==> src/rtl/output_module_304to16.sv <==
// Parallel-to-serial output stage: one 304-bit word in over valid/ready,
// 19 x 16-bit chunks out MSB-first, then a one-cycle done pulse.
module output_module_304to16 #(
  parameter int DATA_W     = 304,
  parameter int CHUNK_W    = 16,
  parameter int NUM_CHUNKS = DATA_W / CHUNK_W,
  parameter int CNT_W      = $clog2(NUM_CHUNKS)
) (
  input  logic               clk,
  input  logic               reset,
  input  logic               valid_in,
  output logic               ready_out,
  input  logic [DATA_W-1:0]  data_in,
  output logic [CHUNK_W-1:0] data_out,
  output logic               valid_out,
  output logic               done
);

  typedef enum logic [1:0] {IDLE, SEND, DONE} state_t;

  localparam logic [CNT_W-1:0] LAST_CNT = CNT_W'(NUM_CHUNKS - 1);

  state_t               state_q, state_d;
  logic [CNT_W-1:0]     cnt_q, cnt_d;
  logic [DATA_W-1:0]    buf_q, buf_d;
  logic [CHUNK_W-1:0]   data_q, data_d;
  logic                 vld_q, vld_d;
  logic                 done_q, done_d;
  logic                 capture;

  // The FSM returns to IDLE on the same edge that raises done; holding
  // ready low while done is up keeps the per-word period at 21 cycles.
  assign ready_out = (state_q == IDLE) && !done_q;
  assign capture   = ready_out && valid_in;

  assign data_out  = data_q;
  assign valid_out = vld_q;
  assign done      = done_q;

  // State register
  always_ff @(posedge clk) begin
    if (reset) state_q <= IDLE;
    else       state_q <= state_d;
  end

  // Next-state decode
  always_comb begin
    state_d = state_q;
    case (state_q)
      IDLE:    if (capture) state_d = SEND;
      SEND:    if (cnt_q == LAST_CNT) state_d = DONE;
      DONE:    state_d = IDLE;
      default: state_d = IDLE;
    endcase
  end

  // Output / datapath next values; data_out is zero whenever not valid
  always_comb begin
    cnt_d  = cnt_q;
    buf_d  = buf_q;
    data_d = '0;
    vld_d  = 1'b0;
    done_d = 1'b0;
    case (state_q)
      IDLE: begin
        if (capture) begin
          // Chunk 0 goes straight out; the buffer keeps chunks 1..18 at the top
          data_d = data_in[DATA_W-1 -: CHUNK_W];
          buf_d  = data_in << CHUNK_W;
          vld_d  = 1'b1;
          cnt_d  = CNT_W'(1);
        end
      end
      SEND: begin
        data_d = buf_q[DATA_W-1 -: CHUNK_W];
        buf_d  = buf_q << CHUNK_W;
        vld_d  = 1'b1;
        cnt_d  = cnt_q + CNT_W'(1);
      end
      DONE: begin
        done_d = 1'b1;
        cnt_d  = '0;
        buf_d  = '0;
      end
      default: ;
    endcase
  end

  // Datapath and output registers; reset aborts any word in flight
  always_ff @(posedge clk) begin
    if (reset) begin
      cnt_q  <= '0;
      buf_q  <= '0;
      data_q <= '0;
      vld_q  <= 1'b0;
      done_q <= 1'b0;
    end else begin
      cnt_q  <= cnt_d;
      buf_q  <= buf_d;
      data_q <= data_d;
      vld_q  <= vld_d;
      done_q <= done_d;
    end
  end

endmodule

==> config.mk <==
export PLATFORM = sky130hd
export DESIGN_NAME = output_module_304to16
export DESIGN_NICKNAME = d
export VERILOG_FILES = /design/src/rtl/output_module_304to16.sv
export SDC_FILE = /design/constraint.sdc
export NUM_CORES = 1
export LEC_CHECK = 0
export CORE_MARGIN = 10
export CORE_UTILIZATION = 50
export CTS_CLUSTER_SIZE = 24
export DETAILED_ROUTE_END_ITERATION = 6
export PLACE_DENSITY = 0.8
export SYNTH_ARGS = -nofsm -noshare
export SYNTH_HDL_FRONTEND = slang
export SYNTH_SLANG_ARGS = --single-unit
export TNS_END_PERCENT = 1
==> constraint.sdc <==
create_clock -name clk -period 2.2 [get_ports clk]
set_clock_uncertainty 0.15 [all_clocks]
set_input_delay 0.44 -clock clk [delete_from_list [all_inputs] [get_ports clk]]
set_output_delay 0.44 -clock clk [all_outputs]
set_load 0.02 [all_outputs]
==> impl_results.html <==
<table>
<tr><th>Metric</th><th>Value</th></tr>
<tr><th colspan="2">Die</th></tr>
<tr><td>Initial Util</td><td>51.13%</td></tr>
<tr><td>Floorplan core area</td><td>28,010 um2</td></tr>
<tr><td>Die area</td><td>35,810 um2</td></tr>
<tr><td>Boundary pin count</td><td>326</td></tr>
<tr><td>Die Span Y</td><td>189.2 um</td></tr>
<tr><td>Horizontal die dimension</td><td>189.2 um</td></tr>
<tr><td>Number of placement rows</td><td>61</td></tr>
<tr><th colspan="2">Finish</th></tr>
<tr><td>Commonest non-fill, non-tap cell in the layout</td><td>sky130_fd_sc_hd__clkdlybuf4s50_1</td></tr>
<tr><td>Area growth from synthesis to final layout</td><td>37.10%</td></tr>
<tr><td>Fill count</td><td>2,156</td></tr>
<tr><td>Share of cells above drive strength 1</td><td>7.815%</td></tr>
<tr><td>Most frequent cells in the layout</td><td>sky130_fd_sc_hd__clkdlybuf4s50_1 (323), sky130_fd_sc_hd__dfxtp_1 (313), sky130_fd_sc_hd__nor2_1 (296)</td></tr>
<tr><td>Number of nets in the finished design</td><td>2,297</td></tr>
<tr><td>Final instance count without filler cells</td><td>2,388</td></tr>
<tr><th colspan="2">GRT</th></tr>
<tr><td>Total grt overflow</td><td>0</td></tr>
<tr><td>Vias in the first global route</td><td>13,880</td></tr>
<tr><td>Antenna violations before repair</td><td>1</td></tr>
<tr><td>Maximum number of pins on one net before global-route repair</td><td>104</td></tr>
<tr><td>Overall fraction of global-route tracks in use</td><td>approximately 25%</td></tr>
<tr><td>Global-route wire length before repair</td><td>74.08 mm</td></tr>
<tr><th colspan="2">Critical path</th></tr>
<tr><td>Startpoint of the worst register-to-register path</td><td>state_q[1]</td></tr>
<tr><td>Arrival time at the worst endpoint</td><td>approximately 2.4 ns</td></tr>
<tr><td>Worst Setup Path Type</td><td>flop to flop</td></tr>
<tr><td>First element of the critical path</td><td>state_q[1]</td></tr>
<tr><td>Critical Path End Type</td><td>flop</td></tr>
<tr><td>Startpoint kind of the worst setup timing path</td><td>flop</td></tr>
<tr><td>Slowest cell delay on critical path</td><td>0.41 ns</td></tr>
<tr><td>Depth of the worst register-to-register path</td><td>7</td></tr>
<tr><td>Crit-path cells</td><td>inv_1 -&gt; ha_4 -&gt; buf_4 -&gt; a21o_4 -&gt; buf_12 -&gt; a311oi_1 -&gt; nor3_1</td></tr>
<tr><td>Reg-to-reg slack, setup</td><td>0.06 ns</td></tr>
<tr><td>Req. time, crit path</td><td>2.42 ns</td></tr>
<tr><td>Worst setup path endpoint</td><td>buf_q[140]</td></tr>
<tr><td>Slowest stage cell, crit path</td><td>sky130_fd_sc_hd__a311oi_1</td></tr>
<tr><td>Top fanout value on the critical path</td><td>86</td></tr>
<tr><td>Endpoint of the most critical register-to-register path</td><td>buf_q[140]</td></tr>
<tr><th colspan="2">STA</th></tr>
<tr><td>Rel. slew slack</td><td>69.87%</td></tr>
<tr><td>Pins over their slew limit</td><td>0</td></tr>
<tr><td>RSZ-0062 raised after global routing</td><td>no</td></tr>
<tr><td>Final-report setup violation count</td><td>0</td></tr>
<tr><td>Final worst-path cycle share</td><td>97.34%</td></tr>
<tr><td>Setup WS post-layout</td><td>0.05855 ns</td></tr>
<tr><td>Post-Route Hold Slack</td><td>roughly 0.2 ns</td></tr>
<tr><td>Time the final worst path needs with I/O delays and setup</td><td>between 2 and 2.5 ns</td></tr>
<tr><td>Hold Vio Cnt, Final</td><td>0</td></tr>
<tr><td>Max Clk Rate</td><td>467.0 MHz</td></tr>
<tr><td>Total negative slack for setup checks</td><td>0 ns</td></tr>
<tr><td>Slew at the pin closest to its max-slew limit</td><td>0.4488 ns</td></tr>
<tr><th colspan="2">Synthesis</th></tr>
<tr><td>Yosys Warn Count</td><td>0</td></tr>
<tr><td>Post-synthesis instance total</td><td>1,726</td></tr>
<tr><td>Adder-Cell Fraction of Synth Area</td><td>0.6116%</td></tr>
<tr><td>Share of synthesized area occupied by flip-flops and latches</td><td>43.75%</td></tr>
<tr><td>Multiplexer area fraction after synthesis</td><td>0.06989%</td></tr>
<tr><td>Total nets after synthesis</td><td>2,040</td></tr>
<tr><td>Cell Area, Synth</td><td>about 14,000 um2</td></tr>
<tr><td>Number of distinct library cells after synthesis</td><td>28</td></tr>
<tr><td>Fraction of the mapped netlist area in compound gates</td><td>between 10% and 20%</td></tr>
<tr><td>Synth Area in XOR/XNOR</td><td>0%</td></tr>
<tr><td>Mean instance size in the synthesized netlist</td><td>8.297 um2</td></tr>
<tr><td>Seq cells post-synth</td><td>313</td></tr>
<tr><td>Dominant combinational cell family by area after synthesis</td><td>simple AND/OR/NAND/NOR gates</td></tr>
<tr><td>Fraction of the mapped netlist area in simple logic gates</td><td>a little under a third</td></tr>
<tr><th colspan="2">Placement</th></tr>
<tr><td>Port-buffer cells</td><td>325</td></tr>
<tr><td>Dpl hpwl</td><td>between 30 and 40 mm</td></tr>
<tr><td>Place WS</td><td>-0.2320 ns</td></tr>
<tr><td>Placer congestion estimate</td><td>0.8785</td></tr>
<tr><td>Cell total after placement</td><td>~2,300</td></tr>
<tr><th colspan="2">Detailed routing</th></tr>
<tr><td>Count of nets left with antenna violations after detail routing</td><td>0</td></tr>
<tr><td>Via Count</td><td>between 10,000 and 15,000</td></tr>
<tr><td>Total length of routed wires</td><td>approximately 47 mm</td></tr>
<tr><td>Average wire per standard cell</td><td>19.76 um</td></tr>
<tr><td>Post-route DRC</td><td>3</td></tr>
<tr><td>Vias per cell</td><td>about 6.0</td></tr>
<tr><td>Drt first pass iters</td><td>7</td></tr>
<tr><td>Number of design-rule violations left by the first detailed-router iteration</td><td>1,459</td></tr>
<tr><th colspan="2">Run status</th></tr>
<tr><td>Violations in the final reports</td><td>design-rule violations</td></tr>
<tr><td>Result of the run</td><td>finished with violations</td></tr>
<tr><th colspan="2">Clock network</th></tr>
<tr><td>Clock latency reported for the late side of the worst-skew pair</td><td>0.50 ns</td></tr>
<tr><td>Worst-path clk slew</td><td>about 0.06 ns</td></tr>
<tr><td>Cell at the root of the clock tree</td><td>sky130_fd_sc_hd__clkbuf_16</td></tr>
<tr><td>TritonCTS clock tree</td><td>yes</td></tr>
<tr><td>Hold buffer count at CTS</td><td>0</td></tr>
<tr><td># Post-CTS Setup Buffers</td><td>0</td></tr>
<tr><td>Number of H-tree levels</td><td>2</td></tr>
<tr><td>Number of buffers created by CTS</td><td>34</td></tr>
<tr><td>Longest Clk Path Bufs</td><td>3</td></tr>
<tr><td>Cts repair resizes</td><td>3</td></tr>
<tr><td>Total number of clock tree sinks</td><td>313</td></tr>
<tr><th colspan="2">Power</th></tr>
<tr><td>Pwr/cell area</td><td>around 1700 nW/um2</td></tr>
<tr><td>Static Leak</td><td>7.265 nW</td></tr>
<tr><td>Peak ir drop on the vdd network</td><td>1149 uV</td></tr>
<tr><th colspan="2">Min path</th></tr>
<tr><td>Min-delay worst type</td><td>input port to flop</td></tr>
<tr><th colspan="2">Run</th></tr>
<tr><td>Number of violations of the max-capacitance limit</td><td>0</td></tr>
</table>
==> logic make-up (layout without fill, tap and decap cells) <==
kind of cell               Yosys count  after routing
AOI/OAI and AO/OA                  315            315
muxes                                1              1
DFF                                313            313
and+or+nand+nor                    890            890
adders and majority gates            7              7
buffers and inverters              200            483
other                                0              1
==> how the worst min path moves through the flow <==
stage,from,to,slack (ns),cells after the start
2_1_floorplan,buf_q[16],buf_q[16],0.28,2
3_3_place_gp,buf_q[18],buf_q[18],0.29,2
3_5_place_dp,buf_q[22],buf_q[22],0.30,2
4_1_cts,reset,buf_q[24],0.19,2
5_1_grt,reset,buf_q[18],0.21,2
6_report,reset,buf_q[18],0.20,2
==> cell usage after synthesis (all sizes together) <==
master	n	area share, %
a21oi	19	0.66
nor2	296	7.8
ha	7	0.61
a311oi	273	17
a31oi	2	0.087
or4	2	0.10
clkbuf	124	3.3
dfxtp	313	44
nand3	2	0.070
nor3	273	9.5
mux2i	1	0.070
o21ai	1	0.035
a22oi	17	0.89
o21bai	1	0.052
nand2	21	0.55
nand4bb	1	0.079
nand2b	2	0.14
buf	72	2.5
inv	4	0.10
nand3b	16	0.84
o41ai	1	0.061
nor2b	274	12
nand4	2	0.087
or3	1	0.044
a21o	1	0.052
==> where the power goes <==
part | switching, W | total (W) | internal, W
clock network | 0.00228 | 0.00608 | 0.00380
logic | 0.00997 | 0.0168 | 0.00683
registers | 0.00158 | 0.00972 | 0.00815
==> critical path: cells and delay by family (launching register included) <==
family / cells / cell delay, ns
AO/OA/AOI/OAI: 2 / 0.70
buffers and inverters: 3 / 0.48
flip-flops: 1 / 0.38
adder cells (fa/ha/maj): 1 / 0.16
AND/OR/NAND/NOR: 1 / 0.08
==> state kept, by name (all words and copies together) (netlist names) <==
| signal | cells |
|---|---|
| done | 1 |
| buf_q | 288 |
| state_q | 2 |
| data_out | 16 |
| valid_out | 1 |
| cnt_q | 5 |
==> layout make-up <==
class	count	area (um2)	share of cell area [%]
clock buffer	52	1062	5.410
multi-input combinational	1213	7281	37.08
sequential	313	6266	31.91
antenna	1	2.502	0.01275
timing repair buffer	417	4384	22.33
tap	378	473.0	2.409
inverter	4	15.01	0.07647
clock inverter	10	150.1	0.7647
==> metrics by stage <==
stage          power (W)  area [um2]  util [%]
5_1_grt          0.03479       19630     70.09
6_report         0.03260       19630     70.09
3_5_place_dp     0.02616       18390     65.65
2_1_floorplan    0.02022       14320         -
4_1_cts          0.03238       19600     69.99
3_3_place_gp     0.02569       18390     65.65
==> layer usage <==
layer / wire length, um / track usage (%) / vias to the layer above
met2: 22060 / 39.49 / 609
met5: 0 / 0 / -
met3: 3591 / 4.943 / 93
met1: 20070 / 32.61 / 6749
li1: - / - / 6766
met4: 1480 / 9.127 / 0
(Power assumes the default switching activity.)
